### src/rtl/spi_resp16.sv
// SPI responder (slave): SS_n active low, SCLK idle high, MSB-first frames,
// data driven on SCLK fall and sampled on SCLK rise; inputs oversampled by clk.
module spi_resp16 #(
  parameter int DATA_W   = 16,
  parameter int SYNC_STG = 2
) (
  input  logic              clk,
  input  logic              rst_n,
  input  logic              SS_n,
  input  logic              SCLK,
  input  logic              MOSI,
  output logic              MISO,
  input  logic [DATA_W-1:0] tx_data,
  output logic [DATA_W-1:0] rx_data,
  output logic              rdy,
  output logic              busy
);

  localparam int CNT_W = $clog2(DATA_W + 1);

  typedef enum logic [1:0] {
    IDLE,
    XFER,
    HOLD
  } state_t;

  state_t state, state_next;

  // Stages [SYNC_STG-1:0] are the synchronizer, stage [SYNC_STG] is the edge-detect flop.
  logic [SYNC_STG:0] sclk_pipe, ss_pipe, mosi_pipe;

  logic sclk_s, sclk_d, ss_s, ss_d, mosi_s;
  logic rise, fall, ss_fall;

  logic [DATA_W-1:0] rx_shft, tx_shft;
  logic [CNT_W-1:0]  bit_cnt;

  logic load, shift_rx, shift_tx, done;

  always_ff @(posedge clk or negedge rst_n) begin
    if (!rst_n) begin
      sclk_pipe <= '1;
      ss_pipe   <= '1;
      mosi_pipe <= '1;
    end else begin
      sclk_pipe <= {sclk_pipe[SYNC_STG-1:0], SCLK};
      ss_pipe   <= {ss_pipe[SYNC_STG-1:0], SS_n};
      mosi_pipe <= {mosi_pipe[SYNC_STG-1:0], MOSI};
    end
  end

  assign sclk_s = sclk_pipe[SYNC_STG-1];
  assign sclk_d = sclk_pipe[SYNC_STG];
  assign ss_s   = ss_pipe[SYNC_STG-1];
  assign ss_d   = ss_pipe[SYNC_STG];
  // MOSI has the same total depth, so this sample predates the detected
  // SCLK rise by one raw clk and is safely before the master changes it.
  assign mosi_s = mosi_pipe[SYNC_STG];

  assign rise    = sclk_s & ~sclk_d;
  assign fall    = ~sclk_s & sclk_d;
  assign ss_fall = ~ss_s & ss_d;

  always_ff @(posedge clk or negedge rst_n) begin
    if (!rst_n) begin
      state <= IDLE;
    end else begin
      state <= state_next;
    end
  end

  // One event per clk, in priority order: SS_n high, ss_fall, rise, fall.
  always_comb begin
    state_next = state;
    load       = 1'b0;
    shift_rx   = 1'b0;
    shift_tx   = 1'b0;
    done       = 1'b0;
    case (state)
      IDLE: begin
        if (!ss_s && ss_fall) begin
          load       = 1'b1;
          state_next = XFER;
        end
      end
      XFER: begin
        if (ss_s) begin
          state_next = IDLE;
        end else if (rise) begin
          shift_rx = 1'b1;
          if (bit_cnt == CNT_W'(DATA_W - 1)) begin
            done       = 1'b1;
            state_next = HOLD;
          end
        end else if (fall && (bit_cnt != '0)) begin
          shift_tx = 1'b1;
        end
      end
      HOLD: begin
        if (ss_s) begin
          state_next = IDLE;
        end
      end
      default: begin
        state_next = IDLE;
      end
    endcase
  end

  always_ff @(posedge clk or negedge rst_n) begin
    if (!rst_n) begin
      rx_shft <= '0;
      tx_shft <= '0;
      bit_cnt <= '0;
      rx_data <= '0;
      rdy     <= 1'b0;
      busy    <= 1'b0;
    end else begin
      rdy  <= done;
      busy <= (state_next != IDLE);
      if (load) begin
        tx_shft <= tx_data;
        rx_shft <= '0;
        bit_cnt <= '0;
      end
      if (shift_rx) begin
        rx_shft <= {rx_shft[DATA_W-2:0], mosi_s};
        bit_cnt <= bit_cnt + CNT_W'(1);
      end
      if (done) begin
        rx_data <= {rx_shft[DATA_W-2:0], mosi_s};
      end
      if (shift_tx) begin
        tx_shft <= {tx_shft[DATA_W-2:0], 1'b0};
      end
    end
  end

  assign MISO = (state != IDLE) ? tx_shft[DATA_W-1] : 1'b1;

endmodule
### config.mk
export PLATFORM = sky130hd
export DESIGN_NAME = spi_resp16
export DESIGN_NICKNAME = d
export VERILOG_FILES = /design/src/rtl/spi_resp16.sv
export SDC_FILE = /design/constraint.sdc
export NUM_CORES = 1
export LEC_CHECK = 0
export ABC_AREA = 1
export CAP_MARGIN = 0
export CORE_MARGIN = 1
export CORE_UTILIZATION = 55
export DETAILED_ROUTE_END_ITERATION = 16
export PLACE_DENSITY = 0.77
export SLEW_MARGIN = 40
export SYNTH_ARGS = -nofsm -noshare
export SYNTH_HDL_FRONTEND = slang
export SYNTH_SLANG_ARGS = --single-unit
### constraint.sdc
create_clock -name clk -period 3.1 [get_ports clk]
set_input_delay 0.62 -clock clk [delete_from_list [all_inputs] [get_ports clk]]
set_output_delay 0.62 -clock clk [all_outputs]
set_load 0.05 [all_outputs]
==> impl_metrics.toml, run 1 <==
[routing]
drtAntennaViolNets = 0
wl_per_cell_um = 12.5
first_iter_violations = 147
viasPerCell = 5.03
routed_wl_mm = 5.39
first_pass_iters = 4
vias = 2168
drc = 0

[worst_setup_path]
critPathMaxStageDelay_ns = 0.70
r2r-end = "rx_data[11]"
reg2regPathDepth = 5
path_class = "reg -> out"
crit-reg2reg-launch = "sclk_pipe[1]"
crit_family = "buffers and inverters"
critPathCaptureType = "primary output"
rrSetupSlack_ns = 1.18
arrival_ns = 1.78
crit_buf_inv = 1
cp-start-kind = "register"
cpMaxStageDelayCell = "clkdlybuf4s50_1"
crit_chain = "nor2_4, or2_2, clkdlybuf4s50_1"
cp.required_ns = 2.48
cp_max_fo = 3

[sta]
min_period_ns = 2.40
finalSetupViolCount = 0
max_freq_mhz = 416
finalClockSkew_ns = 0.0106
finalHoldViolCount = 0
fin_crit_sh_pct = 77.5
setup_tns_ns = 0
whs_ns = 0.312
maxSlewViolCount = 0
max-slew-margin-rel_pct = 48.8
tightest_slew_ns = 0.768
rsz0062_at_grt = "no"

[floorplan]
dieWidth_um = 75.0
pin_count = 40
die_height_um = 75.0
die-area_mm2 = 0.00562
fp.coreArea_mm2 = 0.00511
start_util_pct = 57.4
core.rowCount = 26

[final_layout]
antenna_cells = 0
layout-drive-gt1-share_pct = 15.8
final_nets = 380
area_growth_pct = 21.4

[global_routing]
grt_usage_pct = 21.9
antenna_found_initial = 0
grt_start_max_net_pins = 35
grt_pass1_vias = 2030
grt_first_pass_wirelength_mm = 9.00
grt_overflow = 0

[cts]
clock_latency_ns = 0.34
post_cts.repair.setup_buffers = 0
post_cts_resized = 0
cts_max_level = 3
cts.sinks = 65
cts-buffers-inserted = 9
postCtsHoldBufs = 0
clockBufferDepth = 2
root_buffer = "clkbuf_8"
cts_tree = "done"
clk_pin_slew_worst_paths_ns = 0.08

[synthesis]
syn_area_mm2 = 0.00293
synthSimpleGateAreaFrac_pct = 24.7
synth_top_family_by_area = "simple AND/OR/NAND/NOR gates"
synth_xor_area_share_pct = 0
synth-compound-area-share_pct = 8.54
ys_warn_count = 0
synth_mux_area_share_pct = 0
synth_cells = 317
ys_ff_latch = 65
yosysMostFrequentCell = "nand2_1"
yosysTopAreaCellShare_pct = 47.8
synthFlopType = "dfrtp_1"
avgSynthCellArea_um2 = 9.24
synth_seq_area_share_pct = 55.9
ys_top_cells_by_area = "dfrtp_1 48%, nand2_1 11%, nand3_1 8.5%, dfstp_2 8.1%, inv_1 5.5%"
syn_nets = 341
synthAdderAreaFrac_pct = 1.28
async_flop_share_pct = 100
synth_common_cells = "86 x nand2_1, 56 x dfrtp_1, 50 x nand3_1"
synth_edf_count = 0
yosysUniqueCellTypes = 21
synth_top_cell_by_area = "dfrtp_1"

[power]
swShare_pct = 23.9
seq_power_share_pct = 46.6
p_comb_share_pct = 10.1
p_leak_nw = 1.76
p_int_mw = 1.54
irDropWorstVdd_mv = 0.468
power-per-cell-area_mw_per_mm2 = 570
p_switching_mw = 0.484
p_clk_share_pct = 43.3
p_total_mw = 2.03

[placement]
portBuffers = 39
dp_hpwl_mm = 3.54
gp_congestion = 0.768

[min_path]
hold_path_class = "in -> async"

[status]
status = "finished, final reports clean"

[run]
maxCapViolCount = 0
## worst max-delay path by stage
stage | endpoint | slack (ns) | cells past startpoint | start
CTS | MISO | 0.67 | 3 | state[0]
finish | MISO | 0.70 | 3 | state[0]
detailed placement | MISO | 1.05 | 3 | state[0]
floorplan | MISO | 1.37 | 3 | state[1]
global placement | MISO | 1.05 | 3 | state[0]
global route | MISO | 0.63 | 3 | state[0]
## per-stage QoR
| stage | area, um2 | setup WS, ns | util (%) | std cells |
|---|---|---|---|---|
| 6_report | 3560 | 0.696 | 69.6 | 431 |
| 3_5_place_dp | 3310 | 1.05 | 64.9 | 415 |
| 4_1_cts | 3560 | 0.673 | 69.6 | 431 |
| 5_1_grt | 3560 | 0.633 | 69.6 | 431 |
| 3_3_place_gp | 3310 | 1.05 | 64.9 | 415 |
| 2_1_floorplan | 2930 | 1.37 | - | 317 |
## final cells by class
cell class / count / area (um2)
clock buffer: 11 / 141
timing repair buffer: 43 / 415
tap: 70 / 87.6
fill: 397 / 1550
multi-input combinational: 194 / 1010
inverter: 43 / 161
sequential: 65 / 1640
clock inverter: 5 / 103
## placed cells by master, fill, tap and decap left out, types with 3 or more instances in the layout
cell	synthesis	final
ha_1	3	3
buf_4	3	4
nand2_1	86	86
o21ai_2	16	16
nand3_1	50	50
bufinv_16	0	3
inv_1	43	43
nand2_4	4	4
o21ai_0	11	11
clkdlybuf4s50_1	0	38
dfstp_2	9	9
dfrtp_1	56	56
o21ai_1	11	11
clkbuf_8	0	10
## layer usage
metal / track usage [%] / share of wire [%] / up-vias
li1: - / - / 1086
met1: 28.5 / 46 / 1033
met2: 34.4 / 49 / 43
met3: 4.42 / 4.0 / 6
met4: 12.8 / 1.3 / 0
met5: 0 / 0 / -
## kinds of logic after synthesis
| family | after synthesis |
|---|---|
| flip-flops | 65 |
| buffers and inverters | 58 |
| AND/OR/NAND/NOR | 153 |
| adder cells (fa/ha/maj) | 3 |
| AO/OA/AOI/OAI | 38 |
## flip-flops by register name (all words and copies together), names as in the netlist
name / flops
bit_cnt: 5
mosi_pipe: 3
busy: 1
rx_shft: 15
sclk_pipe: 3
ss_pipe: 3
rx_data: 16
rdy: 1
tx_shft: 16
state: 2
## power by group through the flow
stage | clock, mW | combinational, mW | sequential (mW)
2_1_floorplan | 0 | 0.131 | 0.957
3_3_place_gp | 0 | 0.201 | 0.957
3_5_place_dp | 0 | 0.205 | 0.960
4_1_cts | 0.895 | 0.208 | 0.945
5_1_grt | 0.929 | 0.234 | 0.951
6_report | 0.879 | 0.205 | 0.945
No activity file was read; power rests on OpenSTA's default activity.
==> inputs of run 2 (changes only) <==
--- a/config.mk
+++ b/config.mk
@@ -8,9 +8,9 @@
 export ABC_AREA = 1
 export CAP_MARGIN = 0
 export CORE_MARGIN = 1
-export CORE_UTILIZATION = 55
+export CORE_UTILIZATION = 49
 export DETAILED_ROUTE_END_ITERATION = 16
-export PLACE_DENSITY = 0.77
+export PLACE_DENSITY = 0.72
 export SLEW_MARGIN = 40
 export SYNTH_ARGS = -nofsm -noshare
 export SYNTH_HDL_FRONTEND = slang
==> constraint.sdc (replaced) <==
create_clock -name clk -period 2.12 [get_ports clk]
set_input_delay 0.424 -clock clk [delete_from_list [all_inputs] [get_ports clk]]
set_output_delay 0.424 -clock clk [all_outputs]
set_load 0.05 [all_outputs]
==> impl_metrics.toml, run 2 (synthesis results as in run 1) <==
[final_layout]
final_area_mm2 = 0.00353
layout_common_cells = "86 x nand2_1, 56 x dfrtp_1, 50 x nand3_1, 43 x inv_1, 37 x clkdlybuf4s50_1"
mostFrequentLayoutCell = "nand2_1"
antenna_cells = 0
final_nets = 381
layout-drive-gt1-share_pct = 16.6
top_regs = "rx_data: 16 flops, tx_shft: 16 flops, rx_shft: 15 flops"
area_growth_pct = 20.4
final_cells = 434

[sta]
finalSetupViolCount = 0
finalClockSkew_ns = 0.00877
rsz0062_at_grt = "no"
max_freq_mhz = 516
finalHoldViolCount = 0
fin_ws_ns = 0.182
whs_ns = 0.0836
min_period_ns = 1.94
fin_crit_sh_pct = 91.4
max-slew-margin-rel_pct = 66.2
setup_tns_ns = 0
maxSlewViolCount = 0
tightest_slew_ns = 0.505

[placement]
dp_slack_ns = 0.475
dp_cells = 418
place_area_mm2 = 0.00335
dp_hpwl_mm = 3.24
portBuffers = 39
gp_congestion = 0.770

[cts]
cts_max_level = 3
postCtsHoldBufs = 0
clk_pin_slew_worst_paths_ns = 0.07
cts-buffers-inserted = 9
clockBufferDepth = 2
cts_tree = "done"
cts.sinks = 65
post_cts.repair.setup_buffers = 0
clock_latency_ns = 0.34
root_buffer = "clkbuf_8"
post_cts_resized = 0

[worst_setup_path]
path_class = "reg -> out"
arrival_ns = 1.51
crit_chain = "clkdlybuf4s50_1"
cp-start-kind = "register"
critPathCaptureType = "primary output"
rrSetupSlack_ns = 0.50
cp_max_fo = 2
cpMaxStageDelayCell = "clkdlybuf4s50_1"
crit_buf_inv = 1
critPathMaxStageDelay_ns = 0.81
crit_family = "buffers and inverters"
cp.required_ns = 1.70

[floorplan]
die-area_mm2 = 0.00629
die_height_um = 79.3
dieWidth_um = 79.3
fp.coreArea_mm2 = 0.00564
pin_count = 40
core.rowCount = 27
start_util_pct = 51.9

[power]
p_comb_share_pct = 11.8
power-per-cell-area_mw_per_mm2 = 742
p_leak_nw = 1.75
p_switching_mw = 0.678
swShare_pct = 25.9
p_int_mw = 1.94
irDropWorstVdd_mv = 0.452
seq_power_share_pct = 52.8
p_clk_share_pct = 35.4

[global_routing]
grt_pass1_vias = 2028
grt_start_max_net_pins = 66
antenna_found_initial = 0
grt_usage_pct = 18.6
grt_first_pass_wirelength_mm = 8.88
grt_overflow = 0

[status]
status = "finished, final reports clean"

[routing]
drtAntennaViolNets = 0
wl_per_cell_um = 11.3
routed_wl_mm = 4.91
vias = 2128
viasPerCell = 4.90
first_iter_violations = 153
first_pass_iters = 4
drc = 0

[run]
maxCapViolCount = 0

[min_path]
hold_path_class = "in -> async"
[run 2: changes by cell type in the layout (fill, tap and decap cells not counted)]
cell             delta
bufinv_16           -3
buf_12              +2
clkinv_2            +2
clkbuf_1            -1
clkbuf_8            +1
clkdlybuf4s50_1     -1
clkinvlp_4          +1
[run 2: path summary, 6_finish.rpt]
path	cells after the start	startpoint	to
max	1	rx_data[3]	rx_data[3]
min	2	rst_n	rx_shft[5]
max reg2reg	5	state[1]	bit_cnt[3]
min reg2reg	0	ss_pipe[0]	ss_pipe[1]
max in group asynchronous	2	rst_n	ss_pipe[2]
min in group clk	0	ss_pipe[0]	ss_pipe[1]
[run 2: power groups by stage]
stage	clock network [mW]	registers (mW)	logic [mW]
2_1_floorplan	0	1.40	0.191
3_3_place_gp	0	1.40	0.307
3_5_place_dp	0	1.40	0.313
4_1_cts	0.963	1.38	0.314
5_1_grt	1.01	1.39	0.355
6_report	0.926	1.38	0.308
[run 2: cell type report]
type,instances,area [um2]
Clock inverter,5,30.0
Sequential cell,65,1640
Tap cell,72,90.1
Timing Repair Buffer,44,445
Multi-Input combinational cell,194,1010
Clock buffer,11,151
Fill cell,496,2110
Inverter,43,161
[run 2: metal layers]
layer  global-route usage (%)  up-vias  routed length (um)
li1                         -     1081                   -
met1                     21.7      986                2200
met2                     31.4       55                2380
met3                     7.01        6                 259
met4                     6.55        0                  70
met5                        0        -                   0
[run 2: per-stage QoR]
step                util (%)  power (mW)
floorplan                  -        1.59
global placement        59.3        1.71
detailed placement      59.3        1.72
CTS                     62.5        2.66
global route            62.5        2.76
finish                  62.5        2.62
